--- config.mk ---
export PLATFORM = sky130hd
export DESIGN_NAME = fact_seq_ctrl
export DESIGN_NICKNAME = d
export VERILOG_FILES = /design/src/rtl/fact_pkg.sv /design/src/rtl/fact_mul_step.sv /design/src/rtl/fact_seq_ctrl.sv
export SDC_FILE = /design/constraint.sdc
export NUM_CORES = 1
export LEC_CHECK = 0
export CORE_MARGIN = 5
export CORE_UTILIZATION = 63
export CTS_BUF_LIST = sky130_fd_sc_hd__clkbuf_8
export CTS_CLUSTER_SIZE = 25
export DETAILED_ROUTE_END_ITERATION = 8
export PLACE_DENSITY_LB_ADDON = 0.1
export SKIP_LAST_GASP = 1
export SYNTH_ARGS = -nofsm -noshare
export SYNTH_HDL_FRONTEND = slang
export SYNTH_HIERARCHICAL = 1
export SYNTH_SLANG_ARGS = --single-unit
export TNS_END_PERCENT = 20
--- constraint.sdc ---
create_clock -name i_clk -period 5.1 [get_ports i_clk]
set_input_delay 0.51 -clock i_clk [delete_from_list [all_inputs] [get_ports i_clk]]
set_output_delay 0.51 -clock i_clk [all_outputs]
set_load 0.01 [all_outputs]
--- src/rtl/fact_pkg.sv ---
// Shared types and default sizes for the sequential factorial engine.
// Optional overflow reporting is controlled by the FACT_OVF_EN macro.
package fact_pkg;

  // Default operand width; n ranges over 0 .. 2^FACT_N_W-1
  localparam int FACT_N_W   = 4;

  // Default result width; results are kept modulo 2^FACT_OUT_W
  localparam int FACT_OUT_W = 32;

  // Engine control states
  typedef enum logic [1:0] {
    IDLE = 2'b00,
    CALC = 2'b01,
    DONE = 2'b10
  } fact_state_t;

endpackage

--- src/rtl/fact_mul_step.sv ---
// One multiply step of the factorial loop: prod = acc * i, truncated to OUT_W.
// With FACT_OVF_EN defined the full product is formed so that a nonzero
// upper slice can be flagged; without it only the low OUT_W bits are built.
module fact_mul_step
  import fact_pkg::*;
#(
  parameter int N_W   = FACT_N_W,
  parameter int OUT_W = FACT_OUT_W
) (
  input  logic [OUT_W-1:0] i_acc,
  input  logic [N_W-1:0]   i_mul,
  output logic [OUT_W-1:0] o_prod
`ifdef FACT_OVF_EN
  ,
  output logic             o_hi_nonzero
`endif
);

`ifdef FACT_OVF_EN
  localparam int P_W = OUT_W + N_W;

  logic [P_W-1:0] w_prod_full;

  // Full-width product, split into the kept result and the overflow flag
  always_comb begin
    w_prod_full  = P_W'(i_acc) * P_W'(i_mul);
    o_prod       = w_prod_full[OUT_W-1:0];
    o_hi_nonzero = |w_prod_full[P_W-1:OUT_W];
  end
`else
  // Low bits of a product depend only on low bits of the operands
  always_comb begin
    o_prod = i_acc * OUT_W'(i_mul);
  end
`endif

endmodule

--- src/rtl/fact_seq_ctrl.sv ---
// Multi-cycle factorial engine with valid/ready request and result channels.
// A single shared multiplier (fact_mul_step) is stepped once per cycle by the
// FSM below. Define FACT_OVF_EN to add the sticky o_ovf result flag.
module fact_seq_ctrl
  import fact_pkg::*;
#(
  parameter int N_W   = FACT_N_W,
  parameter int OUT_W = FACT_OUT_W
) (
  input  logic             i_clk,
  input  logic             i_rst_n,
  input  logic             i_start_valid,
  output logic             o_start_ready,
  input  logic [N_W-1:0]   i_num,
  output logic             o_res_valid,
  input  logic             i_res_ready,
  output logic [OUT_W-1:0] o_fact,
  output logic             o_busy
`ifdef FACT_OVF_EN
  ,
  output logic             o_ovf
`endif
);

  fact_state_t      r_state;
  logic [N_W-1:0]   r_n;
  logic [N_W-1:0]   r_i;
  logic [OUT_W-1:0] r_acc;
  logic [OUT_W-1:0] r_fact;
  logic             r_res_valid;
  logic             r_busy;
  logic             r_start_ready;
  logic [OUT_W-1:0] w_prod;
`ifdef FACT_OVF_EN
  logic             r_ovf;
  logic             w_hi_nonzero;
`endif

  fact_mul_step #(
    .N_W   (N_W),
    .OUT_W (OUT_W)
  ) u_mul_step (
    .i_acc        (r_acc),
    .i_mul        (r_i),
    .o_prod       (w_prod)
`ifdef FACT_OVF_EN
    ,
    .o_hi_nonzero (w_hi_nonzero)
`endif
  );

  // Control FSM plus all datapath and output registers
  always_ff @(posedge i_clk) begin
    if (!i_rst_n) begin
      r_state       <= IDLE;
      r_n           <= {N_W{1'b0}};
      r_i           <= {N_W{1'b0}};
      r_acc         <= {OUT_W{1'b0}};
      r_fact        <= {OUT_W{1'b0}};
      r_res_valid   <= 1'b0;
      r_busy        <= 1'b0;
      r_start_ready <= 1'b1;
`ifdef FACT_OVF_EN
      r_ovf         <= 1'b0;
`endif
    end else begin
      case (r_state)
        IDLE: begin
          if (i_start_valid) begin
            r_n           <= i_num;
            r_acc         <= OUT_W'(1);
            r_busy        <= 1'b1;
            r_start_ready <= 1'b0;
`ifdef FACT_OVF_EN
            r_ovf         <= 1'b0;
`endif
            if (i_num <= N_W'(1)) begin
              // 0! and 1! need no multiply: present 1 right away
              r_state     <= DONE;
              r_fact      <= OUT_W'(1);
              r_res_valid <= 1'b1;
            end else begin
              r_state <= CALC;
              r_i     <= N_W'(2);
            end
          end
        end

        CALC: begin
          r_acc <= w_prod;
`ifdef FACT_OVF_EN
          r_ovf <= r_ovf | w_hi_nonzero;
`endif
          // Exit on the last factor so r_i never has to pass n (no wrap)
          if (r_i == r_n) begin
            r_state     <= DONE;
            r_fact      <= w_prod;
            r_res_valid <= 1'b1;
          end else begin
            r_i <= r_i + N_W'(1);
          end
        end

        DONE: begin
          // Result held until consumed; start_ready only rises afterwards
          if (i_res_ready) begin
            r_state       <= IDLE;
            r_res_valid   <= 1'b0;
            r_busy        <= 1'b0;
            r_start_ready <= 1'b1;
          end
        end

        default: begin
          // Unreachable encoding: recover to a clean idle state
          r_state       <= IDLE;
          r_res_valid   <= 1'b0;
          r_busy        <= 1'b0;
          r_start_ready <= 1'b1;
        end
      endcase
    end
  end

  assign o_start_ready = r_start_ready;
  assign o_res_valid   = r_res_valid;
  assign o_fact        = r_fact;
  assign o_busy        = r_busy;
`ifdef FACT_OVF_EN
  assign o_ovf         = r_ovf;
`endif

endmodule

==> results of run 1 <==
stage by stage:
stage	power (mW)	area, µm²
global route	1.37	7510
floorplan	0.779	6860
CTS	1.32	7510
global placement	0.829	7310
detailed placement	0.834	7310
finish	1.32	7510
synthesized netlist by cell type, drive strengths merged, types with 3 or more instances:
master  instances  share of area [%]
a21o            8               0.87
a21oi          42                3.1
xor2           13                1.8
nor4            4               0.58
clkbuf         23                1.3
fa             57                 17
o311ai          3               0.38
o21a            4               0.44
buf            19                1.8
xnor2          17                2.2
ha             33                6.0
o21bai          4               0.49
mux2i           5               0.73
a22oi          32                3.5
o211ai          8               0.87
o21ai          23                1.8
nor2           55                3.1
inv           123                6.7
and4            8                1.0
a211oi          3               0.40
nand2b          3               0.27
nand2          69                3.8
a31oi           8               0.82
a22o           31                4.0
or3             3               0.27
and2           88                8.0
nand4           8               0.73
dfxtp          77                 22
nand3           6               0.44
nor2b           8               0.73
nor3            5               0.44
where the power goes:
group	internal [mW]	switching (mW)
logic	0.0568	0.120
registers	0.615	0.0322
clock network	0.239	0.252
cells by family (layout without fill, tap and decap cells):
kind of cell	count (synthesis)	count (layout)	synth area share, %
xor+xnor	31	31	4.27
buf+inv	166	188	9.81
mux	7	7	1.06
simple gates	266	266	20.6
flops	77	77	22.5
compound gates	184	184	19.2
fa+ha+maj	90	90	22.6
sequential cells by signal, summed over array words and instances, names as in the netlist:
name,flops
o_busy,1
r_n,4
o_fact,32
o_start_ready,1
r_acc,32
o_res_valid,1
r_i,4
r_state,2
critical path: stages, from the launching register on:
cell and delay (ns):
dfxtp_1 1.09, nand2_1 0.16, fa_1 0.52, fa_1 0.54
fa_1 0.48, nor2b_1 0.17, o211ai_1 0.13, a31oi_2 0.35
o21ai_2 0.20, o2111ai_1 0.32, xor2_1 0.27, a22oi_1 0.13
nor2_1 0.12
final cells by class:
cell class                 count  area, µm²  share of cell area [%]
multi-input combinational    578       4660                    62.1
sequential                    77       1540                    20.5
timing repair buffer          48        465                    6.20
inverter                     124        465                    6.20
tap                          140        175                    2.33
clock buffer                  10        138                    1.83
clock inverter                 6       62.6                   0.833
routing by layer:
metal / vias to the layer above / GRT usage (%) / part of all wire [%]
met3: 33 / 3.33 / 5.0
met1: 2846 / 38.0 / 45
li1: 2759 / - / -
met5: - / 0 / 0
met2: 205 / 46.2 / 48
met4: 0 / 12.0 / 2.6
worst max-delay path by stage:
stage / start / to / slack [ns] / depth (start not counted)
after global routing: r_i[2] / r_acc[28] / 0.26 / 12
after floorplan: r_i[2] / r_acc[29] / 1.32 / 15
after global placement: r_i[1] / r_acc[22] / 0.75 / 12
after CTS: r_i[1] / r_acc[22] / 0.63 / 12
after detailed placement: r_i[1] / r_acc[22] / 0.64 / 12
final: r_i[1] / r_acc[28] / 0.56 / 12
==> impl_metrics.ini, run 1 <==
[global_route]
grt_usage_pct = 28.3
grt_pass1_vias = 5903
grt_overflow_total = 0
antenna_found_initial = 0
grt_max_degree = 45
grt_pass1_wl_um = 29600

[sta]
hold_viol_final = 0
relSlewSlack_pct = 23.6
holdWs_ns = 0.477
fin_setup_tns_ns = 0
finalSetupViolations = 0
fin_skew_ns = 0.0130
worst_slew_pin_slew_ns = 1.14
max_freq_mhz = 220
setup_slack_ns = 0.555
fin_crit_sh_pct = 89.1
drv_slew = 0
fin_crit_ns = 4.54
rsz0062_at_grt = no

[clock_tree]
clk_pin_slew_ns = 0.08
clock_sinks = 77
hold_buffers = 0
cts_setup_buffers = 0
tritoncts = done
post_cts_resized = 0
cts_buffer_depth = 2
cts_max_level = 3
cts-root-buf = clkbuf_8
insertion_delay_ns = 0.38
cts_made_buffers = 9

[route]
first_iter_violations = 392
vias = 5843
first_pass_iters = 5
ant_nets = 0
wl_per_cell_um = 17.9
routed_via_density = 5.94
drc = 0
routed_wl_um = 17600

[critical_path]
critPathKind = reg2reg
crit_fanout = 35
end_kind = register
required_ns = 5.41
rrSetupSlack_ns = 0.56
reg2reg_from = r_i[1]
arrival_ns = 4.86
r2r.worst_path.cells = 12
timing.rr.end = r_acc[28]
startpoint_type = register

[job]
cap_violations = 0

[layout]
fin_util_pct = 69.9
fin_nets = 936
area_delta_synth_final_pct = 9.37
layout_common_cells = 124 x inv_1, 88 x and2_1, 77 x dfxtp_1
drive_gt1_share_pct = 4.98
n_fill_cell = 885
diodes = 0
fin_cells = 983
final_common_cell = inv_1

[hold_path]
min_path_cells = 1
hp-start = o_fact[17]
hp-class = reg2reg
holdPathEnd = o_fact[17]

[yosys]
syn_avg_cell_area_um2 = 8.36
synthFlopType = dfxtp_1
syn-num-nets = 919
synth_edf_count = 0
synth_seq_cells = 77
async_flop_share_pct = 0
syn-instance-count = 821
synth_warnings = 6
synth_cell_types = 70
ys_seq_area_share_pct = 22.5
syn_area_um2 = 6860

[die]
die_h_um = 114
dieArea_um2 = 13100
rows = 38
coreArea_um2 = 10700
initial_core_util_pct = 63.9
io_pins = 43
fp.dieW_um = 114

[run_status]
outcome = finished clean

[power_and_ir_drop]
cellLeakagePower_nw = 3.40
peakVddDrop_mv = 0.239
power_density_nw_per_um2 = 175

[place]
portBuffers = 42
pre_cts_ws_ns = 0.643
gp_congestion = 0.915
dp_cells = 967
dp_hpwl_um = 12800
No activity file was read; power rests on OpenSTA's default activity.
==> run 2: changes to the inputs <==
CORE_MARGIN = 1   (was 5)
GPL_TIMING_DRIVEN = 0   (was not set)
==> impl_metrics.ini, run 2 (synthesis results as in run 1) <==
[sta]
drv_slew = 0
relSlewSlack_pct = 54.6
rsz0062_at_grt = no
max_freq_mhz = 201
worst_slew_pin_slew_ns = 0.674
finalSetupViolations = 0
setup_slack_ns = 0.130
fin_crit_sh_pct = 97.4
fin_skew_ns = 0.0225
fin_crit_ns = 4.97
hold_viol_final = 0
fin_setup_tns_ns = 0

[route]
routed_wl_um = 17800
vias = 6078
routed_via_density = 5.99
ant_nets = 0
wl_per_cell_um = 17.6
drc = 0
first_iter_violations = 365
first_pass_iters = 7

[layout]
final_common_cell = inv_1
drive_gt1_share_pct = 6.03
fin_nets = 972
fin_cells = 1015
layout_common_cells = 124 x inv_1, 88 x and2_1, 77 x dfxtp_1
area_delta_synth_final_pct = 11.4
fin_util_pct = 73.1
diodes = 0

[run_status]
outcome = finished clean

[die]
rows = 37
fp.dieW_um = 106
dieArea_um2 = 11300
initial_core_util_pct = 65.6
die_h_um = 106
io_pins = 43
coreArea_um2 = 10500

[global_route]
grt_pass1_vias = 5906
grt_usage_pct = 32.9
grt_pass1_wl_um = 28700
grt_max_degree = 14
antenna_found_initial = 0
grt_overflow_total = 0

[place]
gp_congestion = 0.911
dp_cells = 999
dp_hpwl_um = 13500
portBuffers = 42
pre_cts_ws_ns = 0.157

[critical_path]
reg2reg_from = r_i[3]
arrival_ns = 5.28
startpoint_type = register
cp-endpoint = r_acc[25]
timing.rr.end = r_acc[25]
required_ns = 5.41
end_kind = register
r2r.worst_path.cells = 16
rrSetupSlack_ns = 0.13
crit_fanout = 10
critPathKind = reg2reg
crit_path_start = r_i[3]

[power_and_ir_drop]
peakVddDrop_mv = 0.170
cellLeakagePower_nw = 3.48
power_density_nw_per_um2 = 171

[clock_tree]
hold_buffers = 0
insertion_delay_ns = 0.38
clk_pin_slew_ns = 0.09
clock_sinks = 77
tritoncts = done
cts_made_buffers = 9
cts-root-buf = clkbuf_8
cts_max_level = 3
cts_setup_buffers = 0
cts_buffer_depth = 2
post_cts_resized = 0

[job]
cap_violations = 0

[hold_path]
hp-class = reg2reg
run 2: how the worst min path moves through the flow:
stage	start	to	slack, ns	cells after the start
global placement	o_fact[15]	o_fact[15]	0.46	1
detailed placement	o_fact[1]	o_fact[1]	0.46	1
global route	o_fact[0]	o_fact[0]	0.49	2
CTS	o_fact[0]	o_fact[0]	0.48	2
finish	o_fact[4]	o_fact[4]	0.48	1
floorplan	r_acc[31]	r_acc[31]	0.47	2
run 2: through the flow:
stage                     hold WS, ns  power, mW  instance area (µm²)
after floorplan                 0.466      0.779                 6860
after detailed placement        0.458      0.849                 7450
after CTS                       0.481       1.31                 7640
after global routing            0.494       1.35                 7650
final                           0.477       1.31                 7650
after global placement          0.456      0.841                 7450
run 2: layout make-up:
class	count	area (µm²)
flip-flops and latches	77	1540
clock inverters	5	33.8
clock buffers	11	151
multi-input cells	578	4660
well taps	136	170
inverters	124	465
fillers	852	2820
repair buffers	42	420
plain buffers	42	209
run 2: worst max-delay path, stage by stage, from the launching register on:
cell and delay (ns):
dfxtp_1 0.42, clkbuf_1 0.46, clkbuf_1 0.54, and2_1 0.26, fa_1 0.20, inv_1 0.06, fa_1 0.50, inv_1 0.04
ha_1 0.30, buf_2 0.18, a21oi_1 0.32, o31ai_1 0.14, a22oi_1 0.41, nand2_1 0.16, a311oi_1 0.60, a22oi_1 0.19
nor2_1 0.12
run 2: layer usage:
layer | track usage (%) | part of all wire, % | vias to the layer above
met5 | 0 | 0 | -
met4 | 17.3 | 3.7 | 0
met3 | 6.44 | 7.0 | 48
met2 | 53.9 | 47 | 264
met1 | 41.1 | 42 | 2929
li1 | - | - | 2837
run 2: power breakdown:
| part | switching (mW) | internal (mW) | total [mW] |
|---|---|---|---|
| Sequential | 0.0168 | 0.615 | 0.632 |
| Combinational | 0.140 | 0.0694 | 0.209 |
| Clock | 0.262 | 0.204 | 0.466 |
| Total | 0.419 | 0.888 | 1.31 |
==> run 3: changes to the inputs <==
CORE_UTILIZATION = 62   (was 63)
SYNTH_HIERARCHICAL = not set   (was 1)
==> impl_metrics.ini, run 3 <==
[sta]
hold_viol_final = 0
drv_slew = 0
setup_slack_ns = 0.257
fin_skew_ns = 0.0145
fin_crit_ns = 4.84
worst_slew_pin_slew_ns = 1.01
fin_crit_sh_pct = 95.0
finalSetupViolations = 0
fin_setup_tns_ns = 0
relSlewSlack_pct = 31.8
max_freq_mhz = 206
rsz0062_at_grt = no

[global_route]
grt_pass1_wl_um = 30100
grt_max_degree = 17
grt_overflow_total = 0
antenna_found_initial = 0
grt_pass1_vias = 5911
grt_usage_pct = 34.7

[critical_path]
crit_slowest_cell = o41ai_1
end_kind = register
crit_fanout = 10
startpoint_type = register
critPathKind = reg2reg
arrival_ns = 5.11
cp_cell_sequence = clkbuf_1 -> and2_1 -> fa_1 -> inv_1 -> fa_1 -> inv_1 -> ha_1 -> a21oi_1 -> o21ai_0 -> o41ai_1 -> o21ai_0 -> o21ai_0 -> xnor2_1 -> o21ai_0
critPathBufInv = 3
required_ns = 5.37
critPathMaxStageDelay_ns = 0.93
cp_top_family = compound AO/OA/AOI/OAI gates
crit_top_cell = o21ai_0

[place]
pre_cts_ws_ns = 0.573
gp_congestion = 0.934
dp_hpwl_um = 14200
portBuffers = 42

[yosys]
synth_top_area_share_pct = 22.6
synth_edf_count = 0
synth_compound_area_share_pct = 18.1
yosys-mux-area-fraction_pct = 1.03
synth_warnings = 0
synth-simple-area-share_pct = 23.1
synth_cell_types = 59
syn_avg_cell_area_um2 = 8.12
syn_area_um2 = 6820
synth_top_family_by_area = simple AND/OR/NAND/NOR gates
ys_top_cells_by_area = dfxtp_1 23%, fa_1 17%, and2_1 8.8%, inv_1 6.2%, ha_1 6.1%
ys_top_cells_by_count = 113 x inv_1, 100 x nand2_1, 96 x and2_1, 77 x dfxtp_1, 57 x fa_1
synth_xor_area_share_pct = 3.60
synth_fa_ha_area_share_pct = 22.8
syn-num-nets = 937
synth_seq_cells = 77
synth.largest_area_cell = dfxtp_1
syn-instance-count = 839
synthFlopType = dfxtp_1
async_flop_share_pct = 0
ys_seq_area_share_pct = 22.6
synth_most_common_cell = inv_1

[clock_tree]
cts_max_level = 3
cts_buffer_depth = 2
clock_sinks = 77
cts-root-buf = clkbuf_8
clk_pin_slew_ns = 0.10
cts_setup_buffers = 0
insertion_delay_ns = 0.39
tritoncts = done
post_cts_resized = 0
hold_buffers = 0
cts_made_buffers = 9

[die]
rows = 37
coreArea_um2 = 10500
io_pins = 43
initial_core_util_pct = 64.9
dieArea_um2 = 11400
fp.dieW_um = 107
die_h_um = 107

[route]
ant_nets = 0
first_iter_violations = 490
drc = 0
routed_wl_um = 18400
first_pass_iters = 7
wl_per_cell_um = 17.8
routed_via_density = 5.91
vias = 6106

[job]
cap_violations = 0

[run_status]
outcome = finished clean

[layout]
fin_util_pct = 72.3
n_fill_cell = 853
area_delta_synth_final_pct = 11.4
fin_nets = 990
final_common_cell = inv_1
layout_common_cells = 113 x inv_1, 100 x nand2_1, 96 x and2_1
drive_gt1_share_pct = 4.12
final-seq-area_um2 = 1540
multi_input_area_um2 = 4680
diodes = 0

[power_and_ir_drop]
peakVddDrop_mv = 0.195
power_density_nw_per_um2 = 166
cellLeakagePower_nw = 3.38

[hold_path]
hp-class = reg2reg
## run 3: cell types whose count changed in the layout (fill, tap and decap cells not counted), moves of 10 or more
cell / previous run / this run
nor2_1: 54 / 17
nand2_1: 68 / 100
a22oi_1: 32 / 9
o21ai_0: 16 / 39
a21boi_0: 1 / 16
nor2b_1: 8 / 22
a22o_1: 31 / 18
inv_1: 124 / 113
nand4_1: 8 / 18
## run 3: cells by family (layout without fill, tap and decap cells)
group / count (synthesis) / after routing
simple gates: 298 / 298
compound gates: 184 / 184
buf+inv: 155 / 213
fa+ha+maj: 90 / 90
flops: 77 / 77
xor+xnor: 28 / 28
mux: 7 / 7
## run 3: worst paths after layout
check	from	to	slack (ns)	cells past startpoint
max	r_i[2]	r_acc[31]	0.26	14
min	o_fact[30]	o_fact[30]	0.47	2
max reg2reg	r_i[2]	r_acc[31]	0.26	14
min reg2reg	o_fact[30]	o_fact[30]	0.47	2
## run 3: layout make-up
cell class | instances | area share (%)
repair buffers | 42 | 5.54
flip-flops and latches | 77 | 20.3
inverters | 113 | 5.59
clock inverters | 7 | 0.824
multi-input cells | 607 | 61.6
clock buffers | 9 | 1.63
well taps | 136 | 2.24
plain buffers | 42 | 2.27
## run 3: metrics by stage
step | instances | hold slack [ns] | cell area (µm²) | power (mW)
global placement | 1017 | 0.435 | 7410 | 0.793
global route | 1033 | 0.491 | 7590 | 1.31
detailed placement | 1017 | 0.445 | 7410 | 0.798
finish | 1033 | 0.469 | 7590 | 1.26
floorplan | 839 | 0.425 | 6820 | 0.734
CTS | 1033 | 0.470 | 7590 | 1.26
## run 3: metal layers
layer	global-route usage, %	share of wire (%)	up-vias	routed length [µm]
met5	0	0	-	0
met4	15.9	3.4	0	619
met3	5.17	7.3	45	1350
met2	54.0	44	215	8160
met1	47.7	45	2965	8280
li1	-	-	2881	-
## run 3: report_power, final
group | total (mW) | internal, mW | switching, mW | leakage, nW
sequential | 0.624 | 0.613 | 0.0110 | 0.622
combinational | 0.165 | 0.0487 | 0.116 | 2.66
clock | 0.474 | 0.189 | 0.285 | 0.0984
## run 3: worst min-delay path, delay by kind of cell, from the launching register on
kind	cells	cell delay, ns
and+or+nand+nor	2	0.11
DFF	1	0.34
